**src/rtl/wd_kick_master.sv**
```systemverilog
// Secondary bus master that issues 68k-style byte write cycles to $300001 to kick the watchdog.
// Kicks come from a periodic timer (AUTO_EN) or from KICK_REQ, arbitrated via BUS_REQ/BUS_GRANT.
module wd_kick_master #(
  parameter logic [23:0] PERIOD     = 24'd1200000,
  parameter logic [3:0]  STROBE_LEN = 4'd4
) (
  input  logic       CLK_24M,
  input  logic       RESET,
  input  logic       AUTO_EN,
  input  logic       KICK_REQ,
  output logic       KICK_ACK,
  output logic       BUS_REQ,
  input  logic       BUS_GRANT,
  output logic       nLDS,
  output logic       RW,
  output logic       A23I,
  output logic       A22I,
  output logic [4:0] M68K_ADDR_U,
  output logic       BUSY,
  output logic [7:0] KICK_CNT
);

  localparam logic [4:0] KickAddrU = 5'b11000;

  typedef enum logic [2:0] {
    StIdle,
    StReq,
    StSetup,
    StStrobe,
    StHold
  } state_e;

  state_e      state_q, state_d;
  logic [3:0]  strobe_cnt_q, strobe_cnt_d;
  logic [23:0] timer_q, timer_d;
  logic        pending_q, pending_d;
  logic [7:0]  kick_cnt_q, kick_cnt_d;

  logic        nlds_q, nlds_d;
  logic        rw_q, rw_d;
  logic [4:0]  addr_u_q, addr_u_d;
  logic        bus_req_q, bus_req_d;
  logic        busy_q, busy_d;
  logic        ack_q, ack_d;

  logic        kick_done;
  logic        timer_expire;

  // The HOLD cycle is the cycle in which KICK_ACK is high.
  assign kick_done    = (state_q == StHold);
  assign timer_expire = AUTO_EN && (timer_q == PERIOD - 24'd1);

  always_comb begin
    state_d      = state_q;
    strobe_cnt_d = strobe_cnt_q;
    unique case (state_q)
      StIdle: begin
        if (pending_q) state_d = StReq;
      end
      StReq: begin
        if (BUS_GRANT) state_d = StSetup;
      end
      StSetup: begin
        if (!BUS_GRANT) begin
          state_d = StIdle;
        end else begin
          state_d      = StStrobe;
          strobe_cnt_d = 4'd0;
        end
      end
      StStrobe: begin
        if (!BUS_GRANT) begin
          state_d = StIdle;
        end else if (strobe_cnt_q == STROBE_LEN - 4'd1) begin
          state_d = StHold;
        end else begin
          strobe_cnt_d = strobe_cnt_q + 4'd1;
        end
      end
      StHold: begin
        state_d = StIdle;
      end
      default: begin
        state_d = StIdle;
      end
    endcase
  end

  // Completion restarts the auto period; an expiry coinciding with it is absorbed.
  always_comb begin
    timer_d    = timer_q;
    pending_d  = pending_q;
    kick_cnt_d = kick_cnt_q;
    if (kick_done || !AUTO_EN) begin
      timer_d = 24'd0;
    end else if (timer_expire) begin
      timer_d = 24'd0;
    end else begin
      timer_d = timer_q + 24'd1;
    end
    if (kick_done) begin
      pending_d  = 1'b0;
      kick_cnt_d = kick_cnt_q + 8'd1;
    end else if (timer_expire || (state_q == StIdle && KICK_REQ)) begin
      pending_d = 1'b1;
    end
  end

  // Bus outputs are registered from the next state so they change cleanly on the edge.
  always_comb begin
    nlds_d    = 1'b1;
    rw_d      = 1'b1;
    addr_u_d  = 5'b00000;
    bus_req_d = 1'b0;
    busy_d    = 1'b0;
    ack_d     = 1'b0;
    unique case (state_d)
      StIdle: begin
      end
      StReq: begin
        bus_req_d = 1'b1;
        busy_d    = 1'b1;
      end
      StSetup: begin
        bus_req_d = 1'b1;
        busy_d    = 1'b1;
        rw_d      = 1'b0;
        addr_u_d  = KickAddrU;
      end
      StStrobe: begin
        bus_req_d = 1'b1;
        busy_d    = 1'b1;
        rw_d      = 1'b0;
        addr_u_d  = KickAddrU;
        nlds_d    = 1'b0;
      end
      StHold: begin
        bus_req_d = 1'b1;
        busy_d    = 1'b1;
        rw_d      = 1'b0;
        addr_u_d  = KickAddrU;
        ack_d     = 1'b1;
      end
      default: begin
      end
    endcase
  end

  always_ff @(posedge CLK_24M) begin
    if (RESET) begin
      state_q      <= StIdle;
      strobe_cnt_q <= 4'd0;
      timer_q      <= 24'd0;
      pending_q    <= 1'b0;
      kick_cnt_q   <= 8'd0;
      nlds_q       <= 1'b1;
      rw_q         <= 1'b1;
      addr_u_q     <= 5'b00000;
      bus_req_q    <= 1'b0;
      busy_q       <= 1'b0;
      ack_q        <= 1'b0;
    end else begin
      state_q      <= state_d;
      strobe_cnt_q <= strobe_cnt_d;
      timer_q      <= timer_d;
      pending_q    <= pending_d;
      kick_cnt_q   <= kick_cnt_d;
      nlds_q       <= nlds_d;
      rw_q         <= rw_d;
      addr_u_q     <= addr_u_d;
      bus_req_q    <= bus_req_d;
      busy_q       <= busy_d;
      ack_q        <= ack_d;
    end
  end

  assign nLDS        = nlds_q;
  assign RW          = rw_q;
  assign A23I        = 1'b0;
  assign A22I        = 1'b0;
  assign M68K_ADDR_U = addr_u_q;
  assign BUS_REQ     = bus_req_q;
  assign BUSY        = busy_q;
  assign KICK_ACK    = ack_q;
  assign KICK_CNT    = kick_cnt_q;

endmodule

```
**config.mk**
```make
export PLATFORM = sky130hd
export DESIGN_NAME = wd_kick_master
export DESIGN_NICKNAME = d
export VERILOG_FILES = /design/src/rtl/wd_kick_master.sv
export SDC_FILE = /design/constraint.sdc
export NUM_CORES = 1
export LEC_CHECK = 0
export ABC_CLOCK_PERIOD_IN_PS = 1900
export CAP_MARGIN = 30
export CORE_UTILIZATION = 49
export DETAILED_ROUTE_END_ITERATION = 8
export MAX_ROUTING_LAYER = met4
export PLACE_DENSITY = 0.74
export SYNTH_ARGS = -nofsm -noshare
export SYNTH_HDL_FRONTEND = slang
export SYNTH_SLANG_ARGS = --single-unit
```
**constraint.sdc**
```tcl
create_clock -name CLK_24M -period 1.9 [get_ports CLK_24M]
set_input_delay 0.19 -clock CLK_24M [delete_from_list [all_inputs] [get_ports CLK_24M]]
set_output_delay 0.19 -clock CLK_24M [all_outputs]
set_load 0.01 [all_outputs]
```
==> results.py <==
metrics = {
    "status": {
        "status": "complete, no violations",
    },
    "clock_tree": {
        "clockBufferDepth": 2,
        "cts_buffers": 5,
        "clk_pin_slew_ns": 0.08,
        "hold_buffers": 0,
        "clk_latency_ns": 0.30,
        "cts.repair.resized": 0,
        "h-tree-depth": 2,
        "post_cts_buffers": 0,
        "cts_tree": "yes",
        "clockRootBuffer": "clkbuf_8",
        "clock-sinks": 45,
    },
    "place": {
        "io_buffers": 19,
        "dp_cells": 309,
        "place.gp.congestion": 0.782,
        "dp_slack_ns": 0.0126,
        "postPlaceCellArea_mm2": 0.00244,
        "hpwl_um": 2810,
    },
    "critical_path": {
        "worstPathRequired_ns": 2.09,
        "regToRegEndpoint": "timer_q[2]",
        "r2r-start": "timer_q[22]",
        "cp_data_arrival_time_ns": 2.09,
        "worstRegToRegCells": 5,
        "cp-end-kind": "flop",
        "r2r_slack_ns": 0.0007,
        "cp_max_fo": 24,
        "worstSetupPathType": "reg -> reg",
        "critPathLaunchType": "flop",
    },
    "logic_synthesis": {
        "syn_area_mm2": 0.00210,
        "postSynthCellCount": 230,
        "syn_avg_cell_area_um2": 9.11,
        "synthArstFlopShare_pct": 0,
        "synth_seq_cells": 45,
        "synth_top_flop_cell": "dfxtp_1",
        "ys_types": 43,
        "seq_area_frac_synth_pct": 43.0,
        "yosys_warnings": 0,
        "synth_edf_count": 0,
    },
    "sta": {
        "fin_crit_ns": 1.90,
        "setup_viol": 0,
        "drv_slew": 0,
        "layout_setup_ws_ns": 0.000673,
        "fmax_ghz": 0.527,
        "worst_clock_skew_ns": 0.00769,
        "rsz0062_at_grt": "true",
        "fin_crit_sh_pct": 100,
        "hold_viol": 0,
    },
    "detailed_routing": {
        "first_iter_violations": 90,
        "ant_nets": 0,
        "vias": 1716,
        "firstDrtPassIters": 4,
        "wl_per_cell_um": 12.2,
        "post-route-drc-count": 0,
        "wl_um": 3870,
        "viasPerCell": 5.41,
    },
    "floorplan": {
        "core_area_mm2": 0.00406,
        "die_w_um": 67.4,
        "ios": 25,
        "initial_core_util_pct": 51.6,
        "die_area_mm2": 0.00454,
        "dieHeight_um": 67.4,
        "row_count": 23,
    },
    "global_routing": {
        "grt_pass1_vias": 1545,
        "gr-total-overflow": 0,
        "antenna_found_initial": 0,
        "grt_max_degree": 25,
        "grt_pass1_wl_um": 6430,
        "gr-usage-all-layers_pct": 19.5,
    },
    "layout": {
        "final_layout_size_suffix_gt1_share_pct": 18.4,
        "fin_util_pct": 62.5,
        "fin_area_mm2": 0.00254,
        "areaGrowthSynthToFinish_pct": 21.0,
        "seq_area_um2": 903,
        "final.fill_count": 347,
        "nets": 274,
        "diodes": 0,
        "multiInputGateArea_mm2": 0.00111,
        "final_cells": 317,
    },
    "pwr": {
        "power.density_mw_per_mm2": 649,
        "finalPower_uw": 1640,
        "ir_worst_vdd_uv": 487,
        "p_leak_uw": 0.000854,
    },
    "worst_hold_path": {
        "hold_start": "timer_q[23]",
        "min_path_type": "reg -> reg",
        "whs_path_depth": 2,
        "min_to": "timer_q[23]",
    },
    "flow_run": {
        "max-cap-violations": 0,
    },
}
cells by family (layout without fill, tap and decap cells):
| logic type | count (synthesis) | after routing | share of synthesized area, % |
|---|---|---|---|
| AND/OR/NAND/NOR | 110 | 110 | 30.3 |
| flip-flops | 45 | 45 | 43.0 |
| AO/OA/AOI/OAI | 26 | 26 | 8.54 |
| XOR/XNOR | 24 | 24 | 10.0 |
| buffers and inverters | 20 | 53 | 5.67 |
| adder cells (fa/ha/maj) | 3 | 3 | 1.79 |
| other | 1 | 5 | 0.179 |
| multiplexers | 1 | 1 | 0.478 |
registers in the layout, indices dropped and copies added (netlist names):
| name | count |
|---|---|
| pending_q | 1 |
| BUSY | 1 |
| strobe_cnt_q | 4 |
| nLDS | 1 |
| KICK_ACK | 1 |
| M68K_ADDR_U | 1 |
| timer_q | 24 |
| KICK_CNT | 8 |
| RW | 1 |
| state_q | 3 |
worst max-delay path: stages, from the launching register on:
cell and delay (ns):
dfxtp_1 0.31, or4b_1 0.52, or4_4 0.45, o211ai_4 0.22
buf_12 0.21, nor2_1 0.07
power breakdown:
group,total [uW],internal (uW),switching [uW]
clock network,581,259,322
logic,95.6,46.3,49.3
registers,968,956,11.8
how the worst max path moves through the flow:
stage	slack (ns)	end	depth (start not counted)	from
global placement	0.05	timer_q[5]	5	timer_q[22]
global route	-0.04	timer_q[4]	5	timer_q[22]
CTS	0.003	timer_q[2]	5	timer_q[22]
floorplan	0.001	timer_q[22]	6	timer_q[0]
detailed placement	0.01	timer_q[2]	5	timer_q[22]
finish	0.0007	timer_q[2]	5	timer_q[22]
placed cells by master, fill, tap and decap left out, drive strengths merged, types with 2 or more instances in the layout:
cell	netlist	routed
or3b	2	2
and3	2	2
xor2	7	7
or4	5	5
dfxtp	45	45
xnor2	17	17
o21ai	5	5
nand4	14	14
nand3b	3	3
or3	5	5
buf	11	20
nor3	10	10
inv	6	6
clkinvlp	0	2
o31ai	4	4
clkbuf	3	6
a21oi	12	12
nand2	11	11
clkdlybuf4s50	0	19
conb	1	5
ha	3	3
nand3	9	9
nor4	5	5
nor2	36	36
cells in the mapped netlist, drive strengths merged, types with 2 or more instances:
master	instances	share of area [%]
o21ai	5	1.2
clkbuf	3	0.54
or4	5	2.3
nand3	9	2.1
and3	2	0.60
or3	5	1.5
nor4	5	1.5
xnor2	17	7.1
a21oi	12	3.4
nand2	11	2.0
buf	11	4.1
or3b	2	0.84
ha	3	1.8
dfxtp	45	43
inv	6	1.1
nand4	14	5.2
nor3	10	2.4
o31ai	4	1.4
nand3b	3	1.1
xor2	7	2.9
nor2	36	7.3
area by class of cell:
type                            instances  share of cell area, %
Tap cell                               50                   2.47
Timing Repair Buffer                   39                   13.9
Clock buffer                            6                   2.86
Sequential cell                        45                   35.6
Multi-Input combinational cell        169                   43.7
Clock inverter                          2                  0.592
Inverter                                6                  0.888
per-layer routing:
layer	track usage [%]	vias to the layer above	share of wire [%]
li1	-	872	-
met1	21.7	814	45
met2	32.9	23	50
met5	-	-	0
met4	8.78	0	1.4
met3	4.56	7	3.6
stage by stage:
step	setup TNS [ns]	hold slack [ns]
after detailed placement	0	0.475
after global routing	-0.466	0.516
after global placement	0	0.472
after CTS	0	0.490
after floorplan	0	0.269
final	0	0.488
No activity file was read; power rests on OpenSTA's default activity.
